$ cat src/rtl/fir_seq_ctrl.sv
// Sequencer for a single-MAC FIR: writes samples into a ring BRAM, walks taps, drives pipeline controls.
// Optional FIR_SEQ_CTRL_TLAST_CHECK_EN adds a sticky tlast_err flag for ss_tlast misplacement.
module fir_seq_ctrl #(
  parameter int unsigned pADDR_WIDTH = 12,
  parameter int unsigned pDATA_WIDTH = 32,
  parameter int unsigned Tape_Num    = 11
) (
  input  logic                   axis_clk,
  input  logic                   axis_rst_n,
  input  logic                   ap_start,
  input  logic [31:0]            data_length,
  output logic                   ap_idle,
  output logic                   ap_done,
  input  logic                   ss_tvalid,
  input  logic [pDATA_WIDTH-1:0] ss_tdata,
  input  logic                   ss_tlast,
  output logic                   ss_tready,
  output logic                   sm_tvalid,
  input  logic                   sm_tready,
  output logic                   sm_tlast,
  output logic [3:0]             data_WE,
  output logic [pADDR_WIDTH-1:0] data_A,
  output logic [pDATA_WIDTH-1:0] data_Di,
  output logic [pADDR_WIDTH-1:0] tap_A,
`ifdef FIR_SEQ_CTRL_TLAST_CHECK_EN
  output logic                   tlast_err,
`endif
  output logic                   Data_control,
  output logic                   Tape_control,
  output logic                   adder_rst_control,
  output logic                   output_control,
  output logic                   cal_rst_n
);

  localparam int unsigned KW = $clog2(Tape_Num + 1);

  typedef enum logic [2:0] {IDLE, WAIT_X, CLR, MAC, DRAIN, OUT} state_e;

  state_e        r_state, w_state_nx;
  logic [KW-1:0] r_wptr, w_wptr_nx;
  logic [KW-1:0] r_newest, w_newest_nx;
  logic [KW-1:0] r_k, w_k_nx;
  logic [KW-1:0] r_n_rx, w_n_rx_nx;
  logic [1:0]    r_drn, w_drn_nx;
  logic [31:0]   r_out_cnt, w_out_cnt_nx;
  logic [31:0]   r_len, w_len_nx;
  logic          r_ap_done, w_ap_done_nx;
  logic          r_data_ctl, w_data_ctl_nx;
  logic          r_tape_ctl, w_tape_ctl_nx;
  logic          r_cal_rst_n;
  logic          w_in_hs;
  logic          w_last_out;
  logic [KW-1:0] w_rd_idx;

  // Modular wrap of the intermediate sum is harmless: the true result is < Tape_Num.
  assign w_rd_idx   = (r_newest >= r_k) ? (r_newest - r_k) : (r_newest + KW'(Tape_Num) - r_k);
  assign w_last_out = (r_out_cnt == r_len - 32'd1);

  always_comb begin
    w_state_nx        = r_state;
    w_wptr_nx         = r_wptr;
    w_newest_nx       = r_newest;
    w_k_nx            = r_k;
    w_n_rx_nx         = r_n_rx;
    w_drn_nx          = r_drn;
    w_out_cnt_nx      = r_out_cnt;
    w_len_nx          = r_len;
    w_ap_done_nx      = 1'b0;
    w_in_hs           = 1'b0;
    ss_tready         = 1'b0;
    sm_tvalid         = 1'b0;
    sm_tlast          = 1'b0;
    data_WE           = 4'h0;
    data_A            = '0;
    data_Di           = '0;
    tap_A             = '0;
    adder_rst_control = 1'b1;
    output_control    = 1'b0;

    unique case (r_state)
      IDLE: begin
        if (ap_start) begin
          w_len_nx     = data_length;
          w_wptr_nx    = '0;
          w_k_nx       = '0;
          w_n_rx_nx    = '0;
          w_out_cnt_nx = '0;
          if (data_length == 32'd0) w_ap_done_nx = 1'b1;
          else                      w_state_nx   = WAIT_X;
        end
      end
      WAIT_X: begin
        ss_tready = 1'b1;
        data_A    = pADDR_WIDTH'({r_wptr, 2'b00});
        data_Di   = ss_tdata;
        if (ss_tvalid) begin
          w_in_hs     = 1'b1;
          data_WE     = 4'hF;
          w_newest_nx = r_wptr;
          w_wptr_nx   = (r_wptr == KW'(Tape_Num - 1)) ? '0 : r_wptr + 1'b1;
          if (r_n_rx < KW'(Tape_Num)) w_n_rx_nx = r_n_rx + 1'b1;
          w_state_nx  = CLR;
        end
      end
      CLR: begin
        w_k_nx     = '0;
        w_state_nx = MAC;
      end
      MAC: begin
        adder_rst_control = 1'b0;
        tap_A             = pADDR_WIDTH'({r_k, 2'b00});
        data_A            = pADDR_WIDTH'({w_rd_idx, 2'b00});
        if (r_k == KW'(Tape_Num - 1)) begin
          w_k_nx     = '0;
          w_drn_nx   = '0;
          w_state_nx = DRAIN;
        end else begin
          w_k_nx = r_k + 1'b1;
        end
      end
      DRAIN: begin
        adder_rst_control = 1'b0;
        if (r_drn == 2'd2) begin
          w_drn_nx   = '0;
          w_state_nx = OUT;
        end else begin
          w_drn_nx = r_drn + 1'b1;
        end
      end
      OUT: begin
        adder_rst_control = 1'b0;
        output_control    = 1'b1;
        sm_tvalid         = 1'b1;
        sm_tlast          = w_last_out;
        if (sm_tready) begin
          w_out_cnt_nx = r_out_cnt + 32'd1;
          if (w_last_out) begin
            w_ap_done_nx = 1'b1;
            w_state_nx   = IDLE;
          end else begin
            w_state_nx = WAIT_X;
          end
        end
      end
      default: w_state_nx = IDLE;
    endcase

    // BRAM read data lands one cycle after the address, so the gating is registered.
    if (r_state == MAC) begin
      w_data_ctl_nx = (r_k >= r_n_rx);
      w_tape_ctl_nx = 1'b0;
    end else begin
      w_data_ctl_nx = 1'b1;
      w_tape_ctl_nx = 1'b1;
    end
  end

  always_ff @(posedge axis_clk or negedge axis_rst_n) begin
    if (!axis_rst_n) begin
      r_state     <= IDLE;
      r_wptr      <= '0;
      r_newest    <= '0;
      r_k         <= '0;
      r_n_rx      <= '0;
      r_drn       <= '0;
      r_out_cnt   <= '0;
      r_len       <= '0;
      r_ap_done   <= 1'b0;
      r_data_ctl  <= 1'b1;
      r_tape_ctl  <= 1'b1;
      r_cal_rst_n <= 1'b0;
    end else begin
      r_state     <= w_state_nx;
      r_wptr      <= w_wptr_nx;
      r_newest    <= w_newest_nx;
      r_k         <= w_k_nx;
      r_n_rx      <= w_n_rx_nx;
      r_drn       <= w_drn_nx;
      r_out_cnt   <= w_out_cnt_nx;
      r_len       <= w_len_nx;
      r_ap_done   <= w_ap_done_nx;
      r_data_ctl  <= w_data_ctl_nx;
      r_tape_ctl  <= w_tape_ctl_nx;
      r_cal_rst_n <= (w_state_nx != CLR);
    end
  end

  assign ap_idle      = (r_state == IDLE);
  assign ap_done      = r_ap_done;
  assign Data_control = r_data_ctl;
  assign Tape_control = r_tape_ctl;
  assign cal_rst_n    = r_cal_rst_n;

`ifdef FIR_SEQ_CTRL_TLAST_CHECK_EN
  logic r_tlast_err;

  // Sample index equals out_cnt while waiting for input: one output per input.
  always_ff @(posedge axis_clk or negedge axis_rst_n) begin
    if (!axis_rst_n) begin
      r_tlast_err <= 1'b0;
    end else if (r_state == IDLE && ap_start) begin
      r_tlast_err <= 1'b0;
    end else if (w_in_hs && (ss_tlast != w_last_out)) begin
      r_tlast_err <= 1'b1;
    end
  end

  assign tlast_err = r_tlast_err;
`else
  logic w_unused_tlast;
  assign w_unused_tlast = ss_tlast ^ w_in_hs;
`endif

endmodule

$ cat config.mk
export PLATFORM = sky130hd
export DESIGN_NAME = fir_seq_ctrl
export DESIGN_NICKNAME = d
export VERILOG_FILES = /design/src/rtl/fir_seq_ctrl.sv
export SDC_FILE = /design/constraint.sdc
export NUM_CORES = 1
export LEC_CHECK = 0
export BUFFER_PORTS_ARGS = -buffer_cell sky130_fd_sc_hd__clkbuf_2
export CORE_MARGIN = 2
export CORE_UTILIZATION = 50
export DETAILED_ROUTE_END_ITERATION = 10
export PLACE_DENSITY = 0.78
export SLEW_MARGIN = 15
export SYNTH_ARGS = -nofsm -noshare
export SYNTH_HDL_FRONTEND = slang
export SYNTH_SLANG_ARGS = --single-unit
$ cat constraint.sdc
create_clock -name axis_clk -period 3.19 [get_ports axis_clk]
set_clock_uncertainty 0.05 [all_clocks]
set_input_delay 0.319 -clock axis_clk [delete_from_list [all_inputs] [get_ports axis_clk]]
set_output_delay 0.319 -clock axis_clk [all_outputs]
set_load 0.005 [all_outputs]
---- After elaboration in Yosys (flattened, before gate mapping) ----
Cells that the tools add are included.
W data, S select, Z words.
cells by class
  add/sub/neg operators ................... 9
  multiply operators ...................... 0
  div/mod/pow operators ................... 0
  magnitude comparators ................... 3
  equal/unequal tests ..................... 15
  shift-type cells ........................ 0
  muxes and demuxes ....................... 40
  bitwise logic cells ..................... 0
  reduce and logical (&&, ||, !) cells .... 14
operators by type and width
  cell                     number
  $mux W32                 3
  $pmux W32 S2             1
  $mux W4                  9
  $add A32 B1 Y32 const B  1
  $eq A32 B32 Y1           1
  $logic_not A32 Y1        1
  $sub A32 B1 Y32 const B  1
  $mux W3                  6
  $pmux W3 S6              1
  $pmux W4 S2              2
  $add A4 B1 Y4 const B    3
  $pmux W4 S3              1
  $pmux W6 S2              1
  $mux W1                  11
  $ne A2 B2 Y1 const B     5
  $eq A4 B4 Y1 const B     2
  $ge A4 B4 Y1             2
  $reduce_and A2 Y1        4
  $sub A4 B4 Y4            2
  $eq A3 B2 Y1 const B     2
  $eq A3 B3 Y1 const B     2
  $mux W6                  1
  $reduce_and A3 Y1        2
  $reduce_bool A2 Y1       3
  other kinds (13)         14
word-level totals
  register bits ........................... 89
  bits in latches ......................... 0
  bits in writable memories ............... 0
  memory bits (read-only) ................. 0
  bits of input ports ..................... 70
  output and inout bits ................... 70
  logic and storage cells ................. 93
  memories ................................ 0

---- Depth between registers and ports, before layout ----
Gate-level depths: netlist of run 1.
  depth in word-level cells ............... 6
  gate-level depth with buffers ........... 12
  gate-level depth less buffers ........... 11

---- Worst setup path after synthesis of run 1 ----
OpenSTA, ideal clock, no wires.
  path type ............................... register -> output
  start ................................... reg r_len[0]
  end ..................................... out sm_tlast
  arrival ................................. 2.921 ns
  data required time ...................... 2.821 ns
  slack ................................... -0.100 ns
  stages on the path, launching flop included .. 13
  path buffers ............................ 3
  cells stage by stage .................... dfrtp_1 buf_6 inv_1 ha_1 or3b_2 clkbuf_1 or4_1 buf_2 or4_1 o41ai_1 o22ai_1 nor4_2 and2_1
on the way
  word-level cells in the longest chain between the ends .. 3
RTL lines
  item                      RTL line  text
  start: declaration        46        logic [31:0] r_len, w_len_nx;
  start signal: assignment  180       r_len <= w_len_nx;
  $sub A32 B1 Y32           57        assign w_last_out = (r_out_cnt == r_len - 32'd1);
  $eq A32 B32 Y1            57
  $mux W1                   80        unique case (r_state)
  end: declaration          20        output logic sm_tlast,
Every way passes these cells.

---- Final worst setup path of run 1 ----
  start ................................... reg r_len[10]
  end ..................................... out sm_tlast
The elaborated chain is that of the path after synthesis.

==> results of run 1 <==
==> registers in the layout (all words and copies together) (netlist names) <==
name and count:
r_out_cnt 32, r_wptr 4, r_len 32, Tape_control 1, ap_done 1, r_drn 2, Data_control 1, r_n_rx 4
r_state 3, cal_rst_n 1, r_newest 4, r_k 4
==> metal layers <==
layer  routed length, µm  GRT usage (%)  vias to the layer above
li1                    -              -                     2694
met1                6970           33.1                     2573
met2                7090           37.4                      155
met3                 804           5.72                       15
met4                 163           5.93                        0
met5                   0              0                        -
==> path summary, 6_finish.rpt <==
kind	start	end	slack, ps	cells after the start
worst max-delay path	r_len[10]	sm_tlast	-410	9
worst min-delay path	data_length[1]	r_len[1]	160	3
max in group asynchronous	axis_rst_n	r_out_cnt[23]	1870	3
worst min register to register	r_drn[1]	r_drn[1]	490	1
worst max register to register	r_len[10]	ap_done	260	8
min in group asynchronous	axis_rst_n	r_len[9]	480	2
==> layout make-up <==
cell class	count	share of cell area [%]
timing repair buffer	177	14.1
sequential	89	30.2
clock buffer	13	3.52
multi-input combinational	525	47.7
inverter	36	1.86
tap	147	2.49
clock inverter	3	0.203
==> stage by stage <==
| stage | cells | TNS [ps] | setup WS [ps] | instance area [µm²] | utilization, % |
|---|---|---|---|---|---|
| floorplan | 704 | 0 | 20.2 | 6160 | - |
| global placement | 973 | -48.3 | -48.3 | 7080 | 59.4 |
| detailed placement | 973 | -104 | -104 | 7080 | 59.4 |
| CTS | 990 | -450 | -450 | 7360 | 61.8 |
| global route | 990 | -538 | -538 | 7390 | 62.1 |
| finish | 990 | -405 | -405 | 7390 | 62.1 |
==> power by group <==
part / leakage (nW) / internal (mW) / switching, mW
Clock: 0.139 / 0.567 / 0.429
Combinational: 2.13 / 1.40 / 1.53
Sequential: 1.15 / 1.47 / 0.318
Total: 3.42 / 3.43 / 2.27
==> logic make-up after synthesis <==
logic type / share of synthesized area (%)
AND/OR/NAND/NOR: 24.6
AO/OA/AOI/OAI: 12.4
buffers and inverters: 7.06
flip-flops: 36.8
XOR/XNOR: 9.11
multiplexers: 5.35
adder cells (fa/ha/maj): 4.71
other: 0.0619
==> critical path: stages (launching register included) <==
cell,delay (ps)
sky130_fd_sc_hd__dfrtp_1,380
sky130_fd_sc_hd__or4_1,610
sky130_fd_sc_hd__or4_4,550
sky130_fd_sc_hd__o21a_1,210
sky130_fd_sc_hd__o41ai_2,310
sky130_fd_sc_hd__o22ai_1,130
sky130_fd_sc_hd__nor4_2,290
sky130_fd_sc_hd__buf_4,180
sky130_fd_sc_hd__and2_1,120
sky130_fd_sc_hd__clkbuf_2,100
==> placed cells by master (no fill, tap or decap), types with 5 or more instances in the layout <==
cell / synthesis / layout
sky130_fd_sc_hd__xor2_1: 27 / 27
sky130_fd_sc_hd__nor4_2: 3 / 5
sky130_fd_sc_hd__and2_1: 38 / 37
sky130_fd_sc_hd__mux2_2: 27 / 27
sky130_fd_sc_hd__nand2_1: 55 / 55
sky130_fd_sc_hd__nand4_1: 16 / 16
sky130_fd_sc_hd__o31ai_1: 6 / 5
sky130_fd_sc_hd__conb_1: 1 / 16
sky130_fd_sc_hd__clkbuf_16: 0 / 9
sky130_fd_sc_hd__o21ai_0: 45 / 45
sky130_fd_sc_hd__or3_1: 14 / 14
sky130_fd_sc_hd__inv_1: 36 / 34
sky130_fd_sc_hd__buf_4: 21 / 54
sky130_fd_sc_hd__a21oi_1: 24 / 24
sky130_fd_sc_hd__or2_2: 5 / 5
sky130_fd_sc_hd__ha_1: 18 / 17
sky130_fd_sc_hd__xnor2_1: 36 / 36
sky130_fd_sc_hd__nor3_1: 17 / 15
sky130_fd_sc_hd__dfrtp_1: 87 / 87
sky130_fd_sc_hd__and3_1: 7 / 7
sky130_fd_sc_hd__nand3_1: 22 / 22
sky130_fd_sc_hd__nor2_1: 57 / 57
sky130_fd_sc_hd__clkbuf_2: 0 / 121
sky130_fd_sc_hd__nor4_1: 15 / 13
==> timing repair <==
item                                    in CTS  in global routing
pin swaps                                    1                  4
hold buffers                                 1                  0
endpoints found under the setup margin       1                  1
resized for setup                            1                  7
endpoints found under the hold margin       41                  0
==> flow_metrics.tcl, run 1 <==
set metrics [dict create \
    area_growth_pct 22.0 \
    count_of_input_and_output_buffers 122 \
    final_setup_vio_count 1 \
    design.portCount 140 \
    critical_path_required_ps 2820 \
    cts_tree "done" \
    finalWeightedCongestion 0.891 \
    clock-sinks 89 \
    endpoint_kind "output pin" \
    clk_root_buffer_cell "sky130_fd_sc_hd__clkbuf_16" \
    initial_core_util_pct 50.9 \
    post-synth-top-area-fraction_pct 35.9 \
    hp-class "in -> reg" \
    detailedPlacementHpwl_um 11500 \
    detail_route.iter0.violations 305 \
    timing_hold_violations_final 0 \
    grt_pass1_vias 5114 \
    cts-root-to-sink-buffers 2 \
    dieHeight_um 114 \
    outcome "finished with violations" \
    critical_path_peak_fanout 4 \
    die_area_um2 13000 \
    synth-edff-count 0 \
    synthesis.yosys.warnings 0 \
    synthDistinctLibCells 65 \
    yosysTopAreaCell "sky130_fd_sc_hd__dfrtp_1" \
    grt_use_total_pct 23.7 \
    final_period_minus_worst_setup_slack_ps 3600 \
    fin_nets 929 \
    cp-start-kind "flop" \
    crit_arrival_ps 3230 \
    detailroute.via_count 5437 \
    diodes 0 \
    post_cts.repair.setup_buffers 0 \
    slew_headroom_pct 54.9 \
    vias_per_cell 5.49 \
    slew_viol_final 0 \
    core_area_um2 11900 \
    multiInputGateArea_um2 3530 \
    drv_cap 0 \
    antenna_violations_before_repair 0 \
    fill_cells 1009 \
    post_synthesis_cell_area_um2 6060 \
    sequential_cell_area_um2 2230 \
    synthesis.area_per_instance_um2 8.79 \
    fp-row-count 40 \
    holdWs_ps 156 \
    first_pass_grt_wire_length_um 24600 \
    cts_buffers 9 \
    rsz0062_at_grt "true" \
    synth_top_cells_by_area "sky130_fd_sc_hd__dfrtp_1 (36%), sky130_fd_sc_hd__xnor2_1 (5.2%), sky130_fd_sc_hd__mux2_2 (5.0%)" \
    failed_checks "setup timing" \
    worst_setup_slack_final_ps -405 \
    largest_net_degree_at_the_start_of_global_routing 46 \
    layout-drive-gt1-share_pct 29.2 \
    timing.final.crit_share_pct 113 \
    worst_skew_pair.late_latency_ps 340 \
    ys_async_sr_fraction_pct 100 \
    globalRoute.totalOverflow 0 \
    yosys_most_used_dff "sky130_fd_sc_hd__dfrtp_1" \
    firstDrtPassIters 5 \
    die_w_um 114 \
    yosysSeqAreaShare_pct 36.8 \
    setup.worst_path.class "reg -> out" \
    power-per-cell-area_nw_per_um2 772 \
    detail_route.wl_per_cell_um 15.2 \
    routed_wl_um 15000 \
    drcViolationCount 0 \
    static-leakage-power_nw 3.42 \
    register_clock_pin_slew_on_the_reported_worst_setup_and_hold_paths_ps 60 \
    tightest_slew_ps 670 \
    achievable-frequency_ghz 0.278 \
    ir_worst_vdd_v 0.000614 \
    syn_inst 689 \
    detail-route-antenna-nets 0 \
    ctsHtreeMaxLevel 3 \
    yosysMostFrequentCell "sky130_fd_sc_hd__dfrtp_1" \
    synth_seq_cells 89 \
    synth_common_cells "sky130_fd_sc_hd__dfrtp_1 (87), sky130_fd_sc_hd__nor2_1 (57), sky130_fd_sc_hd__nand2_1 (55)" \
    p_total_mw 5.70 \
]
Note: power is estimated with default switching activity, not from simulation.
==> run 2, diff against run 1 <==
- clock period: 3.19 -> 3.15 ns (I/O delays scaled with it)
==> flow_metrics.tcl, run 2 (synthesis results as in run 1) <==
set metrics [dict create \
    outcome "finished with violations" \
    failed_checks "setup timing" \
    worst_setup_slack_final_ps -507 \
    cts_buffers 9 \
    final_setup_vio_count 1 \
    power-per-cell-area_nw_per_um2 803 \
    detailroute.via_count 5468 \
    share_seq_of_total_power_pct 30.8 \
    drcViolationCount 0 \
    sequential_cell_area_um2 2230 \
    grt_use_total_pct 24.3 \
    switchingPower_mw 2.34 \
    rsz0062_at_grt "true" \
    worst_skew_pair.late_latency_ps 350 \
    cts-root-to-sink-buffers 2 \
    layout.cells.most_common "sky130_fd_sc_hd__clkbuf_2" \
    tightest_slew_ps 805 \
    critPathTopFamily "simple AND/OR/NAND/NOR gates" \
    global_routing_usage_on_met1_pct 33.9 \
    first_pass_grt_wire_length_um 25000 \
    detail_route.wl_per_cell_um 15.6 \
    hp-class "in -> async" \
    grt_util_met2_pct 37.6 \
    final_core_utilization_pct 62.3 \
    fp-row-count 40 \
    achievable-frequency_ghz 0.273 \
    static-leakage-power_nw 3.43 \
    worst-path-buf-inv 4 \
    core_area_um2 11900 \
    ir_worst_vdd_v 0.000587 \
    die_area_um2 13000 \
    critical_path.max_stage_delay_ps 470 \
    detail-route-antenna-nets 0 \
    die_w_um 114 \
    endpoint_kind "output pin" \
    clk_root_buffer_cell "sky130_fd_sc_hd__clkbuf_16" \
    holdWs_ps 5.60 \
    vias_per_cell 5.54 \
    antenna_violations_before_repair 0 \
    drv_cap 0 \
    clock-sinks 89 \
    crit_arrival_ps 3290 \
    grt_pass1_vias 5071 \
    setup.worst_path.class "reg -> out" \
    met3_usage_pct 5.82 \
    fill_cells 1019 \
    cts_hold_repair.buffers 0 \
    fin_nets 927 \
    largest_net_degree_at_the_start_of_global_routing 65 \
    critical_path_peak_fanout 6 \
    slew_headroom_pct 46.3 \
    area_growth_pct 22.6 \
    netSwitchingFraction_pct 39.2 \
    slew_viol_final 0 \
    firstDrtPassIters 5 \
    cpMaxStageDelayCell "sky130_fd_sc_hd__or4_4" \
    layout-drive-gt1-share_pct 29.4 \
    initial_core_util_pct 50.9 \
    routed_wl_um 15400 \
    detail_route.iter0.violations 304 \
    design.portCount 140 \
    timing.final.crit_share_pct 116 \
    finalWeightedCongestion 0.940 \
    detailedPlacementHpwl_um 11900 \
    diodes 0 \
    multiInputGateArea_um2 3530 \
    top_regs "r_len: 32 flops, r_out_cnt: 32 flops" \
    count_of_input_and_output_buffers 122 \
    final_period_minus_worst_setup_slack_ps 3660 \
    p_comb_share_pct 50.1 \
    cp-start-kind "flop" \
    power.clock.fraction_pct 19.1 \
    p_total_mw 5.96 \
    globalRoute.totalOverflow 0 \
    cell_internal_pwr_mw 3.62 \
    dieHeight_um 114 \
    register_clock_pin_slew_on_the_reported_worst_setup_and_hold_paths_ps 60 \
    cts_tree "done" \
    ctsHtreeMaxLevel 3 \
    fin_tns_setup_ps -507 \
    crit_chain "buf_6 -> inv_4 -> ha_4 -> or3b_4 -> or4_4 -> or4_4 -> o41ai_2 -> o22ai_1 -> nor4_2 -> buf_4 -> and2_1 -> clkbuf_2" \
    worst_path_most_repeated_cell "sky130_fd_sc_hd__or4_4" \
    global_route.peak_usage_layer "met2" \
    timing_hold_violations_final 0 \
    final_cell_mix "sky130_fd_sc_hd__clkbuf_2 (121), sky130_fd_sc_hd__dfrtp_1 (86), sky130_fd_sc_hd__nor2_1 (57)" \
    critical_path_required_ps 2780 \
]
[run 2: path summary, 6_finish.rpt]
path | start | to | slack, ps | cells past startpoint
worst max register to register | r_len[0] | ap_done | 160 | 11
min in group axis_clk | data_length[0] | r_len[0] | 140 | 3
worst min register to register | r_drn[0] | r_drn[0] | 470 | 1
max in group asynchronous | axis_rst_n | r_len[20] | 2330 | 2
worst min-delay path | axis_rst_n | r_len[4] | 6 | 1
worst max-delay path | r_len[0] | sm_tlast | -510 | 12
[run 2: routing by layer]
layer | routed length [µm] | part of all wire [%]
met1 | 7150 | 46
met2 | 7190 | 47
met3 | 770 | 5.0
met4 | 301 | 2.0
met5 | 0 | 0
[run 2: layout make-up]
class	count	share of cell area, %
clock buffers	12	3.32
clock inverters	3	0.876
inverters	36	1.85
multi-input cells	525	47.5
flip-flops and latches	89	30.0
well taps	147	2.48
repair buffers	175	13.9
[run 2: timing repair]
item	in CTS	in global routing
resized for setup	6	7
endpoints found under the setup margin	1	6
pin swaps	1	1
buffers inserted	0	0
[run 2: power groups by stage]
stage          Combinational (mW)  Sequential, mW  Clock, mW
6_report                     2.99            1.84       1.14
5_1_grt                      3.33            1.89       1.21
4_1_cts                      2.96            1.83       1.16
3_5_place_dp                 2.91            1.84          0
3_3_place_gp                 2.84            1.82          0
2_1_floorplan                1.88            1.79          0
[run 2: stage by stage]
step | cell area (µm²) | cells | worst slack, ps
finish | 7420 | 987 | -507
global route | 7420 | 987 | -628
CTS | 7400 | 987 | -534
detailed placement | 7070 | 972 | -195
global placement | 7070 | 972 | -179
floorplan | 6160 | 704 | 5.36
